$ cat src/rtl/rv32_pkg.sv
// Shared RV32 definitions for the load/store path: MemOp encodings,
// the LSU state encoding and the access alignment check.
package rv32_pkg;

  localparam logic [2:0] MEMOP_B  = 3'b000;
  localparam logic [2:0] MEMOP_BU = 3'b001;
  localparam logic [2:0] MEMOP_H  = 3'b010;
  localparam logic [2:0] MEMOP_HU = 3'b011;
  localparam logic [2:0] MEMOP_W  = 3'b100;

  typedef enum logic [1:0] {
    LSU_IDLE,
    LSU_REQ,
    LSU_WAIT,
    LSU_DONE
  } lsu_state_e;

  // An access faults when its MemOp is not a known size, or when the byte
  // address is not a multiple of the access size.
  function automatic logic lsuMisaligned(input logic [2:0] memOp, input logic [1:0] addrLo);
    logic bad;
    case (memOp)
      MEMOP_B, MEMOP_BU: bad = 1'b0;
      MEMOP_H, MEMOP_HU: bad = addrLo[0];
      MEMOP_W:           bad = |addrLo;
      default:           bad = 1'b1;
    endcase
    return bad;
  endfunction

endpackage

$ cat src/rtl/load_store_unit_if.sv
// Word-addressed data-memory handshake: request/grant for the access,
// then a separate read-valid response for loads.
interface load_store_unit_if #(parameter int ADDR_W = 32);

  logic              mem_req;
  logic              mem_we;
  logic [ADDR_W-1:0] mem_addr;
  logic [3:0]        mem_be;
  logic [31:0]       mem_wdata;
  logic              mem_gnt;
  logic              mem_rvalid;
  logic [31:0]       mem_rdata;

  modport master (
    output mem_req, mem_we, mem_addr, mem_be, mem_wdata,
    input  mem_gnt, mem_rvalid, mem_rdata
  );

  modport slave (
    input  mem_req, mem_we, mem_addr, mem_be, mem_wdata,
    output mem_gnt, mem_rvalid, mem_rdata
  );

endinterface

$ cat src/rtl/lsu_align.sv
// Lane steering for the LSU: byte enables and replicated store data on the
// way out, shift plus sign/zero extension of the read word on the way back.
module lsu_align
  import rv32_pkg::*;
(
  input  logic [2:0]  memOp_i,
  input  logic [1:0]  addrLo_i,
  input  logic [31:0] wdata_i,
  input  logic [31:0] memRdata_i,
  output logic [3:0]  be_o,
  output logic [31:0] wdata_o,
  output logic [31:0] load_o
);

  logic [31:0] shifted;

  // Bring the addressed byte lane down to bit 0.
  assign shifted = memRdata_i >> {addrLo_i, 3'b000};

  // Store side: enable only the touched lanes and copy the data onto every lane.
  always_comb begin
    be_o    = 4'b1111;
    wdata_o = wdata_i;
    case (memOp_i)
      MEMOP_B, MEMOP_BU: begin
        be_o    = 4'b0001 << addrLo_i;
        wdata_o = {4{wdata_i[7:0]}};
      end
      MEMOP_H, MEMOP_HU: begin
        be_o    = 4'b0011 << addrLo_i;
        wdata_o = {2{wdata_i[15:0]}};
      end
      default: ;
    endcase
  end

  // Load side: extend the shifted value from its top bit; words pass unchanged.
  always_comb begin
    load_o = memRdata_i;
    case (memOp_i)
      MEMOP_B:  load_o = {{24{shifted[7]}}, shifted[7:0]};
      MEMOP_BU: load_o = {24'b0, shifted[7:0]};
      MEMOP_H:  load_o = {{16{shifted[15]}}, shifted[15:0]};
      MEMOP_HU: load_o = {16'b0, shifted[15:0]};
      default:  load_o = memRdata_i;
    endcase
  end

endmodule

$ cat src/rtl/load_store_unit.sv
// Executes one RV32I load or store per start pulse against a word-addressed
// data memory, faulting misaligned or illegal requests without touching memory.
module load_store_unit
  import rv32_pkg::*;
#(
  parameter int ADDR_W = 32
) (
  input  logic              clk,
  input  logic              rst_n,
  input  logic              start,
  input  logic              MemWr,
  input  logic [2:0]        MemOp,
  input  logic [ADDR_W-1:0] addr,
  input  logic [31:0]       wdata,
  output logic              busy,
  output logic              done,
  output logic              fault,
  output logic [31:0]       rdata,
  load_store_unit_if.master mem
);

  lsu_state_e        state_q;
  logic [2:0]        memOp_q;
  logic [1:0]        addrLo_q;
  logic              busy_q;
  logic              done_q;
  logic              fault_q;
  logic [31:0]       rdata_q;
  logic              memReq_q;
  logic              memWe_q;
  logic [ADDR_W-1:0] memAddr_q;
  logic [3:0]        memBe_q;
  logic [31:0]       memWdata_q;

  logic [2:0]        alignOp;
  logic [1:0]        alignLo;
  logic [3:0]        alignBe;
  logic [31:0]       alignWdata;
  logic [31:0]       alignLoad;

  // In IDLE the steering works on the incoming request so its lanes can be
  // registered at accept; afterwards it works on the captured request so the
  // load extract sees the original MemOp and address.
  assign alignOp = (state_q == LSU_IDLE) ? MemOp     : memOp_q;
  assign alignLo = (state_q == LSU_IDLE) ? addr[1:0] : addrLo_q;

  lsu_align u_align (
    .memOp_i    (alignOp),
    .addrLo_i   (alignLo),
    .wdata_i    (wdata),
    .memRdata_i (mem.mem_rdata),
    .be_o       (alignBe),
    .wdata_o    (alignWdata),
    .load_o     (alignLoad)
  );

  // Control FSM; every output is a register so the memory side sees stable values.
  always_ff @(posedge clk or negedge rst_n) begin
    if (!rst_n) begin
      state_q    <= LSU_IDLE;
      memOp_q    <= 3'b000;
      addrLo_q   <= 2'b00;
      busy_q     <= 1'b0;
      done_q     <= 1'b0;
      fault_q    <= 1'b0;
      rdata_q    <= 32'b0;
      memReq_q   <= 1'b0;
      memWe_q    <= 1'b0;
      memAddr_q  <= '0;
      memBe_q    <= 4'b0;
      memWdata_q <= 32'b0;
    end else begin
      case (state_q)
        LSU_IDLE: begin
          if (start) begin
            memOp_q  <= MemOp;
            addrLo_q <= addr[1:0];
            busy_q   <= 1'b1;
            if (lsuMisaligned(MemOp, addr[1:0])) begin
              state_q <= LSU_DONE;
              done_q  <= 1'b1;
              fault_q <= 1'b1;
            end else begin
              state_q    <= LSU_REQ;
              memReq_q   <= 1'b1;
              memWe_q    <= MemWr;
              memAddr_q  <= {addr[ADDR_W-1:2], 2'b00};
              memBe_q    <= alignBe;
              memWdata_q <= alignWdata;
            end
          end
        end
        LSU_REQ: begin
          if (mem.mem_gnt) begin
            memReq_q <= 1'b0;
            memWe_q  <= 1'b0;
            if (memWe_q) begin
              state_q <= LSU_DONE;
              done_q  <= 1'b1;
              fault_q <= 1'b0;
            end else begin
              state_q <= LSU_WAIT;
            end
          end
        end
        LSU_WAIT: begin
          if (mem.mem_rvalid) begin
            rdata_q <= alignLoad;
            state_q <= LSU_DONE;
            done_q  <= 1'b1;
            fault_q <= 1'b0;
          end
        end
        LSU_DONE: begin
          done_q  <= 1'b0;
          busy_q  <= 1'b0;
          state_q <= LSU_IDLE;
        end
        default: state_q <= LSU_IDLE;
      endcase
    end
  end

  assign busy          = busy_q;
  assign done          = done_q;
  assign fault         = fault_q;
  assign rdata         = rdata_q;
  assign mem.mem_req   = memReq_q;
  assign mem.mem_we    = memWe_q;
  assign mem.mem_addr  = memAddr_q;
  assign mem.mem_be    = memBe_q;
  assign mem.mem_wdata = memWdata_q;

endmodule

$ cat src/flat_wrapper.sv
// flat-port wrapper written by rule: the top's interface ports become plain ports
module load_store_unit_flat import rv32_pkg::*;
#(
  parameter int ADDR_W = 32
)
  (clk, rst_n, start, MemWr, MemOp, addr, wdata, busy, done, fault, rdata, mem_mem_req, mem_mem_we, mem_mem_addr, mem_mem_be, mem_mem_wdata, mem_mem_gnt, mem_mem_rvalid, mem_mem_rdata);
  load_store_unit_if #(.ADDR_W(ADDR_W)) mem_i ();
  input  logic clk;
  input  logic rst_n;
  input  logic start;
  input  logic MemWr;
  input  logic [2:0] MemOp;
  input  logic [ADDR_W-1:0] addr;
  input  logic [31:0] wdata;
  output logic busy;
  output logic done;
  output logic fault;
  output logic [31:0] rdata;
  output wire logic [$bits(mem_i.mem_req)-1:0] mem_mem_req;
  output wire logic [$bits(mem_i.mem_we)-1:0] mem_mem_we;
  output wire logic [$bits(mem_i.mem_addr)-1:0] mem_mem_addr;
  output wire logic [$bits(mem_i.mem_be)-1:0] mem_mem_be;
  output wire logic [$bits(mem_i.mem_wdata)-1:0] mem_mem_wdata;
  input wire logic [$bits(mem_i.mem_gnt)-1:0] mem_mem_gnt;
  input wire logic [$bits(mem_i.mem_rvalid)-1:0] mem_mem_rvalid;
  input wire logic [$bits(mem_i.mem_rdata)-1:0] mem_mem_rdata;
  assign mem_mem_req = mem_i.mem_req;
  assign mem_mem_we = mem_i.mem_we;
  assign mem_mem_addr = mem_i.mem_addr;
  assign mem_mem_be = mem_i.mem_be;
  assign mem_mem_wdata = mem_i.mem_wdata;
  assign mem_i.mem_gnt = mem_mem_gnt;
  assign mem_i.mem_rvalid = mem_mem_rvalid;
  assign mem_i.mem_rdata = mem_mem_rdata;
  load_store_unit #(.ADDR_W(ADDR_W)) u_core (.clk(clk), .rst_n(rst_n), .start(start), .MemWr(MemWr), .MemOp(MemOp), .addr(addr), .wdata(wdata), .busy(busy), .done(done), .fault(fault), .rdata(rdata), .mem(mem_i));
endmodule
$ cat config.mk
export PLATFORM = sky130hd
export DESIGN_NAME = load_store_unit_flat
export DESIGN_NICKNAME = d
export VERILOG_FILES = /design/src/rtl/rv32_pkg.sv /design/src/rtl/load_store_unit_if.sv /design/src/rtl/lsu_align.sv /design/src/rtl/load_store_unit.sv /design/src/flat_wrapper.sv
export SDC_FILE = /design/constraint.sdc
export NUM_CORES = 1
export LEC_CHECK = 0
export ABC_AREA = 1
export BUFFER_PORTS_ARGS = -buffer_cell sky130_fd_sc_hd__buf_2
export CORE_MARGIN = 5
export CORE_UTILIZATION = 25
export CTS_CLUSTER_DIAMETER = 100
export DETAILED_ROUTE_END_ITERATION = 7
export GPL_TIMING_DRIVEN = 0
export HOLD_SLACK_MARGIN = 0.03
export PLACE_DENSITY = 0.58
export SETUP_SLACK_MARGIN = 0.2
export SLEW_MARGIN = 40
export SYNTH_ARGS = -nofsm -noshare
export SYNTH_HDL_FRONTEND = slang
export SYNTH_SLANG_ARGS = --single-unit
export TNS_END_PERCENT = 10
$ cat constraint.sdc
create_clock -name clk -period 2.22 [get_ports clk]
set_clock_uncertainty 0.05 [all_clocks]
set_input_delay 0.222 -clock clk [delete_from_list [all_inputs] [get_ports clk]]
set_output_delay 0.222 -clock clk [all_outputs]
set_load 0.005 [all_outputs]
Word-level counts from Yosys, hierarchy flattened --
Index checks and enable logic that the tools add are counted.
Operators by class: equality and inequality tests 16, shifts and indexed selects 3, muxes and demuxes 33, bitwise logic cells 1, reductions and logical operators 19
Operators with widths (number):
- 32-bit one-hot mux with 4 select lines | 1
- 32-bit one-hot mux with 2 select lines | 1
- 32-bit by 5-bit >> shifter with 16-bit output | 1
- 1-bit 2-to-1 mux | 17
- 3-bit by 2-bit equality test with 1-bit output, second input constant | 4
- 2-bit 2-to-1 mux | 5
- 2-bit inequality test, second input constant | 5
- 2-bit OR reduction | 5
- 2-bit one-hot mux with 4 select lines | 1
- 4-bit one-hot mux with 2 select lines | 1
- 3-bit by 1-bit equality test with 1-bit output, second input constant | 2
- 3-bit logical NOT | 2
- 1-bit one-hot mux with 2 select lines | 3
- 1-bit one-hot mux with 3 select lines | 2
- 2-bit AND reduction | 3
- 3-bit AND reduction | 2
- 6-bit AND reduction | 1
- 5-bit AND reduction | 1
- 2-bit equality test, second input constant | 2
- 1-bit one-hot mux with 4 select lines | 1
- 4-bit AND reduction | 1
- 2-bit nonzero test | 2
- 1-bit by 2-bit left shift with 4-bit output, first input constant | 1
- 2-bit by 2-bit left shift with 4-bit output, first input constant | 1
- other kinds (7) | 7
Word-level totals: register bits after elaboration 110, bits of input ports 105, output and inout bits 105

Logic depth before layout (Yosys ltp) --
Gate-level depths: netlist of run 1.
depth in word-level cells 8, mapped depth 14, mapped depth without buffers 12

Hierarchy --
From an unflattened synthesis of run 1, not the netlist that was laid out.
Second synthesis, totals: cells, all modules 709, area, all modules 5836.8 µm²
By module, submodules not included:
- load_store_unit | instances 1, cells an instance 450, area each 4498.1 µm², seq. area each 2752.6 µm²
- lsu_align | instances 1, cells an instance 259, area each 1338.8 µm², seq. area each 0.0 µm²

Worst setup path after synthesis of run 1 --
OpenSTA, ideal clock, no wires.
kind register -> register, start point register u_core.state_q[0], end point register u_core.rdata_q[3] (netlist: u_core.rdata[3]), setup time 0.117 ns, arrival time 1.647 ns, path slack 0.406 ns, cell stages (with the launch flop) 14, path buffers 3, clock period less this slack 1.814 ns, cells stage by stage dfrtp_1 inv_1 ha_1 buf_6 buf_6 nand2_2 nand2_1 buf_6 nor2_4 inv_2 o21ai_0 nand2_1 nand2_1 nand2_1
Between the ends: word-level cells in the longest chain between the ends 4, elaborated cells on any way between the ends 11
RTL lines:
- start, declared | line load_store_unit.sv:22 | lsu_state_e state_q;
- start signal, assigned | line load_store_unit.sv:60 | state_q <= LSU_IDLE;
- start signal, assigned | line load_store_unit.sv:80 | state_q <= LSU_DONE;
- start signal, assigned | line load_store_unit.sv:84 | state_q <= LSU_REQ;
- 2-bit logical NOT | line load_store_unit.sv:44, load_store_unit.sv:45
- 2-bit 2-to-1 mux or 3-bit 2-to-1 mux (tied branches) | line load_store_unit.sv:45, load_store_unit.sv:44
- 32-bit by 5-bit >> shifter with 16-bit output (tied with other cells) | line lsu_align.sv:18 | assign shifted = memRdata_i >> {addrLo_i, 3'b000};
- 32-bit one-hot mux with 4 select lines | line lsu_align.sv:40 | case (memOp_i)
- end signal, assigned | line load_store_unit.sv:108 | rdata_q <= alignLoad;
- end, declared | line load_store_unit.sv:28 | logic [31:0] rdata_q;
Several ways; a longest one is shown, not always the timed one. A chain may end at the register's enable or synchronous reset.

Worst setup path in the final report of run 1 --
start point register u_core.state_q[0], end point register u_core.rdata_q[5] (netlist: u_core.rdata[5])
Same word-level chain as after synthesis.

==> impl_metrics.ini, run 1 <==
[setup_path]
critPathLaunch = u_core.state_q[0]$_DFFE_PN0P_
rr_worst_depth = 13
arrival_ns = 2.12
critPathLaunchType = flop
worst_path_largest_cell_delay_ns = 0.37
path_delay_family = buffers and inverters
cp-end-kind = flop
cp.depth = 13
crit_top_cell = nand2_1
crit_fanout = 10
regToRegEndpoint = u_core.rdata[5]$_DFFE_PN0P_
regToRegStartpoint = u_core.state_q[0]$_DFFE_PN0P_
critPathKind = flop to flop
critPathCapture = u_core.rdata[5]$_DFFE_PN0P_
crit_chain = inv_2 -> ha_4 -> buf_8 -> buf_8 -> nand2_2 -> nand2_4 -> buf_6 -> nor2_4 -> inv_4 -> o21ai_0 -> nand2_1 -> nand2_1 -> nand2_1
crit_required_ns = 2.42
cpMaxStageDelayCell = dfrtp_1
rrSetupSlack_ns = 0.30
path_buf_inv = 5

[final_layout]
stdcell_count = 1301
stdcell_area_sq_um = 7940
layout_common_cells = nand2_1 (328), buf_2 (220), dfrtp_1 (110)
fillers = 2465
nets = 1119
area_growth_pct = 38.5
drive_above_1_share = 0.322
mostFrequentLayoutCell = nand2_1

[cts]
clock_latency_ns = 0.36
cts_buffers = 9
cts_tree = built
cts_max_level = 3
cts-root-buf = clkbuf_16
path_clk_slew_ns = 0.08
clock_sinks = 110
cts_buffer_depth = 2

[synthesis]
yosys.area_share.simple = 0.344
avgSynthCellArea_sq_um = 7.62
synth_fa_ha_area_frac = 0.00873
synth-edff-count = 0
synth_cell_types = 34
syn_inst = 752
synth_top_family_by_area = simple AND/OR/NAND/NOR gates
ys_ff_latch = 110
synth_compound_area_frac = 0.0856
synthArstFlopShare = 1.00
synth-xor-area-share = 0
ys_warn_count = 0
synthMuxAreaShare = 0
synthesis.area_sq_um = 5730
seq_area_frac_synth = 0.480
dominantRegCellSynth = dfrtp_1

[sta]
maxSlewHeadroom = 0.556
tns_ns = 0
period_minus_slack_ns = 1.92
max_freq_mhz = 522
timing.hold.ws_ns = 0.0399
worst_slew_pin_slew_ns = 0.665
finalCritPeriodShare = 0.863
setup_viol = 0
finalHoldViolCount = 0
rsz0062_at_grt = no
drv_slew = 0

[detailed_routing]
dr.pass1.iters = 5
post_drt_via_cell_ratio = 4.47
avgRoutedWirePerCell_um = 15.7
routed_wl_um = 20400
ant_nets = 0
initialDrtViolationCount = 307
vias = 5812
drc = 0

[floorplanning]
fp.coreArea_sq_um = 22600
die_h_um = 161
dieArea_sq_um = 26100
die_w_um = 161
io_pins = 210
start_util = 0.253
rows = 55

[placement]
place_inst = 1246
dpl-instance-area_sq_um = 7160
portBuffers = 207
globalplace.congestion = 0.837
hpwlAfterDp_um = 15500

[global_route]
track_usage = 0.154
antenna_found_initial = 5
grt_pass1_vias = 5858
grt_pass1_wl_um = 32100
grt_max_degree = 68
gr-total-overflow = 0

[hold_path]
min_path_type = input pin to flop

[power_and_ir_drop]
ir_drop_uv = 576
p_leak_nw = 4.34
p_per_area_nw_per_um2 = 1460

[run]
max_cap_viol_count = 0

[outcome]
outcome = finished, final reports clean
## worst min-delay path by stage
stage	endpoint	slack (ns)	from	depth (start not counted)
floorplan	u_core.addrLo_q[0]$_DFFE_PN0P_	-0.12	rst_n	0
global placement	u_core.mem.mem_addr[31]$_DFFE_PN0P_	0.38	addr[31]	3
detailed placement	u_core.rdata[4]$_DFFE_PN0P_	0.10	rst_n	1
CTS	u_core.mem.mem_addr[7]$_DFFE_PN0P_	0.03	addr[7]	3
global route	u_core.mem.mem_addr[28]$_DFFE_PN0P_	0.05	addr[28]	3
finish	u_core.mem.mem_addr[28]$_DFFE_PN0P_	0.04	addr[28]	3
## synthesized netlist by cell type, types with 3 or more instances
library cell	number	share of area
a21oi_1	29	0.025
a31oi_1	19	0.021
buf_2	20	0.017
buf_4	5	0.0066
buf_6	7	0.014
clkbuf_1	7	0.0046
dfrtp_1	110	0.48
ha_1	4	0.0087
inv_1	53	0.035
inv_2	3	0.0020
nand2_1	330	0.22
nand2_2	8	0.0087
nand2_4	4	0.0079
nand3_1	49	0.043
nand3b_1	6	0.0079
nand4_1	3	0.0033
nor2_1	21	0.014
nor2_2	3	0.0033
nor2_4	3	0.0059
o21ai_0	31	0.027
o21ai_1	8	0.0070
or2_2	17	0.019
## sequential cells by signal, indices dropped and copies added, names as in the netlist
name and count:
u_core.state_q 2, u_core.addrLo_q 2, u_core.mem.mem_addr 30, u_core.fault 1, u_core.mem.mem_req 1, u_core.mem.mem_be 4
u_core.memOp_q 3, u_core.mem.mem_wdata 32, u_core.rdata 32, u_core.mem.mem_we 1, u_core.busy 1, u_core.done 1
## cells by family (layout without fill, tap and decap cells)
group	Yosys count	after routing
AOI/OAI and AO/OA	91	91
buffers and inverters	97	358
and+or+nand+nor	449	449
other	1	4
adders and majority gates	4	4
DFF	110	110
## power breakdown
part	switching, mW	internal, mW
clock	0.787	0.765
combinational	3.80	2.68
sequential	0.520	3.00
## tightest hold or removal path, stage by stage
cell	delay, ns
buf_2	0.08
nand2_1	0.05
nand2_1	0.06
## final cells by class
cell class	instances	area, sq um	share of cell area
Buffer	40	288	0.0363
Multi-Input combinational cell	546	2610	0.329
Antenna cell	2	5.00	0.000631
Clock buffer	9	225	0.0284
Inverter	57	219	0.0276
Timing Repair Buffer	246	1440	0.181
Sequential cell	110	2750	0.347
Tap cell	285	357	0.0449
Clock inverter	6	45.0	0.00568
## repair_timing
action / CTS / global route
hold buffers: 27 / 0
resized for setup: 8 / 38
buffers inserted: 2 / 8
pin swaps: 0 / 7
setup endpoints to repair: 93 / 100
hold endpoints to repair: 69 / 0
gates cloned: 1 / 0
## metal layers
metal  track usage  part of all wire  vias to the layer above
li1              -                 -                     2892
met1         0.194              0.44                     2705
met2         0.263              0.48                      169
met3        0.0332             0.054                       40
met4        0.0523             0.024                        6
met5             0            0.0017                        -
## per-stage QoR
stage	total power [mW]	util	worst slack, ns
CTS	11.3	0.342	0.188
finish	11.6	0.351	0.304
floorplan	7.22	-	0.406
global placement	9.47	0.315	-0.609
detailed placement	9.55	0.316	0.00136
global route	12.7	0.351	0.196
Power figures use the tool's default switching activity.
==> run 2, diff against run 1 <==
--- a/config.mk
+++ b/config.mk
@@ -10,6 +10,7 @@
 export CORE_MARGIN = 5
 export CORE_UTILIZATION = 25
 export CTS_CLUSTER_DIAMETER = 100
+export CTS_CLUSTER_SIZE = 28
 export DETAILED_ROUTE_END_ITERATION = 7
 export GPL_TIMING_DRIVEN = 0
 export HOLD_SLACK_MARGIN = 0.03
==> constraint.sdc (replaced) <==
create_clock -name clk -period 2.22 [get_ports clk]
set_clock_uncertainty 0.05 [all_clocks]
set_input_delay 0.333 -clock clk [delete_from_list [all_inputs] [get_ports clk]]
set_output_delay 0.333 -clock clk [all_outputs]
set_load 0.005 [all_outputs]
==> run 2 against run 1 <==
Effect of this change: sequential share of layout area up 1.2 points; utilization down 1.2 points; largest power group unchanged; maximum frequency up 0.11%; die area unchanged; highest routed layer unchanged; largest cell class unchanged.
==> impl_metrics.ini, run 2 (synthesis gave the netlist of run 1 again) <==
[outcome]
outcome = finished, final reports clean

[placement]
globalplace.congestion = 0.837
hpwlAfterDp_um = 15500
portBuffers = 207

[global_route]
grt_pass1_vias = 5713
gr-total-overflow = 0
grt_pass1_wl_um = 31500
track_usage = 0.152
grt_max_degree = 68
antenna_found_initial = 5

[setup_path]
crit_required_ns = 2.42
cp-end-kind = flop
arrival_ns = 2.11
critPathLaunchType = flop
critPathKind = flop to flop
crit_fanout = 10

[cts]
cts_buffer_depth = 2
cts-root-buf = clkbuf_16
clock_latency_ns = 0.36
clock_sinks = 110
cts_buffers = 9
cts_tree = built
path_clk_slew_ns = 0.08
cts_max_level = 3

[final_layout]
layout_common_cells = nand2_1 (328), buf_2 (221), dfrtp_1 (110)
multi_input_area_sq_um = 2610
drive_above_1_share = 0.331
finish.utilization = 0.339
nets = 1093
area_growth_pct = 33.9
fillers = 2504
mostFrequentLayoutCell = nand2_1
area.sequential_sq_um = 2750

[run]
max_cap_viol_count = 0

[floorplanning]
start_util = 0.253
die_w_um = 161
die_h_um = 161
io_pins = 210
dieArea_sq_um = 26100
rows = 55
fp.coreArea_sq_um = 22600

[detailed_routing]
drc = 0
post_drt_via_cell_ratio = 4.48
vias = 5716
routed_wl_um = 20100
initialDrtViolationCount = 336
dr.pass1.iters = 5
avgRoutedWirePerCell_um = 15.8
ant_nets = 0

[power_and_ir_drop]
ir_drop_uv = 575
p_total_mw = 11.5
p_per_area_nw_per_um2 = 1500
p_leak_nw = 4.23

[hold_path]
min_path_type = input pin to flop

[sta]
finalHoldViolCount = 0
finalCritPeriodShare = 0.862
max_freq_mhz = 522
rsz0062_at_grt = no
maxSlewHeadroom = 0.556
period_minus_slack_ns = 1.91
worst_slew_pin_slew_ns = 0.666
setup_viol = 0
drv_slew = 0
[run 2: cell types whose count changed in the layout (fill, tap and decap cells not counted)]
cell	change
dlygate4sd3_1	-26
buf_2	+1
clkbuf_4	-1
[run 2: worst paths after layout]
path                                                       from                                   end  slack, ns  cells after the start
setup reg to reg                  u_core.state_q[0]$_DFFE_PN0P_           u_core.rdata[5]$_DFFE_PN0P_       0.31                     13
hold reg to reg            u_core.mem.mem_wdata[24]$_DFFE_PN0P_  u_core.mem.mem_wdata[24]$_DFFE_PN0P_       0.42                      2
setup / recovery                  u_core.state_q[0]$_DFFE_PN0P_           u_core.rdata[5]$_DFFE_PN0P_       0.31                     13
max in group asynchronous                                 rst_n  u_core.mem.mem_wdata[12]$_DFFE_PN0P_       1.04                      3
hold / removal                                         addr[31]   u_core.mem.mem_addr[31]$_DFFE_PN0P_       0.13                      3
min in group asynchronous                                 rst_n           u_core.rdata[4]$_DFFE_PN0P_       0.42                      2
[run 2: power by group]
part           leakage [nW]  internal (mW)  switching (mW)  total, mW
clock network         0.136          0.765           0.783       1.55
logic                  2.76           2.65            3.79       6.44
registers              1.33           3.00           0.517       3.52
[run 2: layout make-up]
class	count	share of cell area
Antenna cell	2	0.000652
Buffer	40	0.0372
Clock buffer	9	0.0293
Clock inverter	6	0.00587
Inverter	57	0.0285
Multi-Input combinational cell	546	0.340
Sequential cell	110	0.359
Tap cell	285	0.0465
Timing Repair Buffer	220	0.153
[run 2: per-layer routing]
| layer | track usage | up-vias | share of wire |
|---|---|---|---|
| met5 | 0 | - | 0.0017 |
| met1 | 0.192 | 2662 | 0.44 |
| met3 | 0.0344 | 40 | 0.055 |
| met2 | 0.256 | 172 | 0.48 |
| met4 | 0.0512 | 6 | 0.024 |
| li1 | - | 2836 | - |
[run 2: worst max-delay path: stages, from the launching register on]
cell and delay [ns]:
dfrtp_1 0.37, inv_2 0.07, ha_4 0.16, buf_8 0.13, buf_8 0.14, nand2_2 0.09, nand2_4 0.08, buf_6 0.15
nor2_4 0.12, inv_4 0.07, o21ai_0 0.18, nand2_1 0.08, nand2_1 0.06, nand2_1 0.04
[run 2: per-stage QoR]
step	setup slack [ns]	TNS (ns)	area (sq um)	std cells	hold slack, ns
2_1_floorplan	0.406	0	5730	753	-0.0126
3_3_place_gp	-0.720	-77.63	7130	1245	0.401
3_5_place_dp	0.00136	0	7160	1246	0.214
4_1_cts	0.188	0	7490	1265	0.108
5_1_grt	0.196	0	7670	1275	0.126
6_report	0.306	0	7670	1275	0.127
[run 2: repair_timing]
action / CTS / global route
buffers inserted: 2 / 8
gates resized for setup: 8 / 37
pin swaps: 0 / 7
setup endpoints to repair: 93 / 100
hold buffers: 1 / 0
gates cloned: 1 / 0
endpoints found under the hold margin: 43 / 0
==> run 3, diff against run 2 <==
--- a/config.mk
+++ b/config.mk
@@ -9,6 +9,7 @@
 export BUFFER_PORTS_ARGS = -buffer_cell sky130_fd_sc_hd__buf_2
 export CORE_MARGIN = 5
 export CORE_UTILIZATION = 25
+export CTS_BUF_LIST = sky130_fd_sc_hd__clkbuf_8
 export CTS_CLUSTER_DIAMETER = 100
 export CTS_CLUSTER_SIZE = 28
 export DETAILED_ROUTE_END_ITERATION = 7
==> constraint.sdc (replaced) <==
create_clock -name clk -period 2.2 [get_ports clk]
set_clock_uncertainty 0.05 [all_clocks]
set_input_delay 0.33 -clock clk [delete_from_list [all_inputs] [get_ports clk]]
set_output_delay 0.33 -clock clk [all_outputs]
set_load 0.005 [all_outputs]
==> run 3 against run 2 <==
Effect of this change: critical path depth shrank 1; sequential power is essentially flat; combinational power grew 2%; via count grew 0.19%; power shrank 2.0%; first-iteration DRC count grew 0.60%; non-clock buffer count grew 1; final cell count is essentially flat; critical path type unchanged; count of clock-buffer cells in the layout is the same; worst setup slack lost 0.025 ns; worst hold slack lost 0.052 ns.
==> impl_metrics.ini, run 3 (synthesis gave the netlist of run 1 again) <==
[global_route]
antenna_found_initial = 5
grt_pass1_vias = 5702
gr-total-overflow = 0
grt_max_degree = 68
track_usage = 0.151
grt_pass1_wl_um = 31500

[detailed_routing]
initialDrtViolationCount = 338
avgRoutedWirePerCell_um = 15.8
highest_layer = met5
ant_nets = 0
dr.pass1.iters = 5
drt-met1-wl_um = 8870
drc = 0
wl_met3_um = 1150
routed_wl_um = 20200
post_drt_via_cell_ratio = 4.49
vias = 5727
dr_wl_met2_um = 9710

[sta]
setup_slack_ns = 0.280
finalHoldViolCount = 0
tns_ns = 0
period_minus_slack_ns = 1.92
finalCritPeriodShare = 0.873
maxSlewHeadroom = 0.643
setup_viol = 0
worst_slew_pin_slew_ns = 0.535
drv_slew = 0
max_freq_mhz = 521
rsz0062_at_grt = yes

[floorplanning]
rows = 55
die_h_um = 161
fp.coreArea_sq_um = 22600
die_w_um = 161
dieArea_sq_um = 26100
io_pins = 210
start_util = 0.253

[hold_path]
min_path_type = input pin to flop
worstHoldStart = addr[31]
holdPathEnd = u_core.mem.mem_addr[31]$_DFFE_PN0P_
holdPathStages = 3

[final_layout]
area_growth_pct = 32.6
stdcell_count = 1276
mostFrequentLayoutCell = nand2_1
area.sequential_sq_um = 2750
nets = 1094
drive_above_1_share = 0.335
stdcell_area_sq_um = 7600
finish.utilization = 0.336
fillers = 2507
layout_common_cells = nand2_1 (327), buf_2 (220), dfrtp_1 (110)
multi_input_area_sq_um = 2630

[setup_path]
crit_fanout = 8
regToRegStartpoint = u_core.state_q[0]$_DFFE_PN0P_
crit_required_ns = 2.45
critPathLaunch = u_core.state_q[0]$_DFFE_PN0P_
rr_worst_depth = 12
rrSetupSlack_ns = 0.28
arrival_ns = 2.17
regToRegEndpoint = u_core.rdata[22]$_DFFE_PN0P_
cp-end-kind = flop
critPathKind = flop to flop
critPathLaunchType = flop

[placement]
dpl-instance-area_sq_um = 7160
globalplace.congestion = 0.837
place_ws_ns = -0.0186
hpwlAfterDp_um = 15500
place_inst = 1246
portBuffers = 207

[power_and_ir_drop]
p_per_area_nw_per_um2 = 1480
ir_drop_uv = 450
p_leak_nw = 4.19

[outcome]
outcome = finished, final reports clean

[cts]
clock_latency_ns = 0.40
cts_tree = built
cts-root-buf = clkbuf_8
cts_max_level = 3
clock_sinks = 110
cts_buffers = 9
path_clk_slew_ns = 0.12
cts_buffer_depth = 2

[run]
max_cap_viol_count = 0
-- run 3: final cells by class --
class                      instances  area share
tap                              285      0.0469
inverter                          57      0.0293
antenna                            2    0.000658
buffer                            40      0.0390
multi-input combinational        546       0.346
sequential                       110       0.362
timing repair buffer             221       0.154
clock buffer                       9      0.0163
clock inverter                     6     0.00593
-- run 3: what timing repair did --
item                                    CTS  global route
buffers inserted                          3             7
gates resized for setup                  15            40
endpoints found under the setup margin   97           101
pin swaps                                 1             9
gates cloned                              1             1
hold buffers                              1             0
endpoints found under the hold margin    43             0
-- run 3: where the power goes --
group,internal (mW),switching [mW],total [mW]
Clock,0.416,0.758,1.17
Sequential,3.03,0.524,3.55
Combinational,2.68,3.87,6.55
Total,6.12,5.16,11.3
-- run 3: metrics by stage --
stage | power, mW | hold WS [ns]
final | 11.3 | 0.0746
after global routing | 12.4 | 0.0751
after CTS | 11.0 | 0.0538
after detailed placement | 9.64 | 0.211
after global placement | 9.56 | 0.401
after floorplan | 7.28 | -0.0156
-- run 3: worst max path at each step --
stage | end | slack, ns | cells after the start
after detailed placement | u_core.rdata[0]$_DFFE_PN0P_ | -0.02 | 11
after global routing | u_core.rdata[27]$_DFFE_PN0P_ | 0.15 | 13
final | u_core.rdata[22]$_DFFE_PN0P_ | 0.28 | 12
after floorplan | u_core.rdata[3]$_DFFE_PN0P_ | 0.39 | 13
after global placement | u_core.mem.mem_we$_DFFE_PN0P_ | -0.74 | 1
after CTS | u_core.mem.mem_wdata[27]$_DFFE_PN0P_ | 0.16 | 11
-- run 3: metal layers --
layer | global-route usage | vias to the layer above
li1 | - | 2833
met1 | 0.193 | 2673
met2 | 0.254 | 182
met3 | 0.0337 | 33
met4 | 0.0520 | 6
met5 | 0 | -
-- run 3: critical path: stages (launching register included) --
cell	delay [ns]
dfrtp_1	0.39
inv_2	0.07
ha_4	0.16
buf_8	0.14
inv_4	0.10
nand2_1	0.11
nand2_4	0.16
nand3_2	0.12
nand4_4	0.16
buf_2	0.17
nand3_1	0.09
nand2_1	0.06
inv_1	0.04
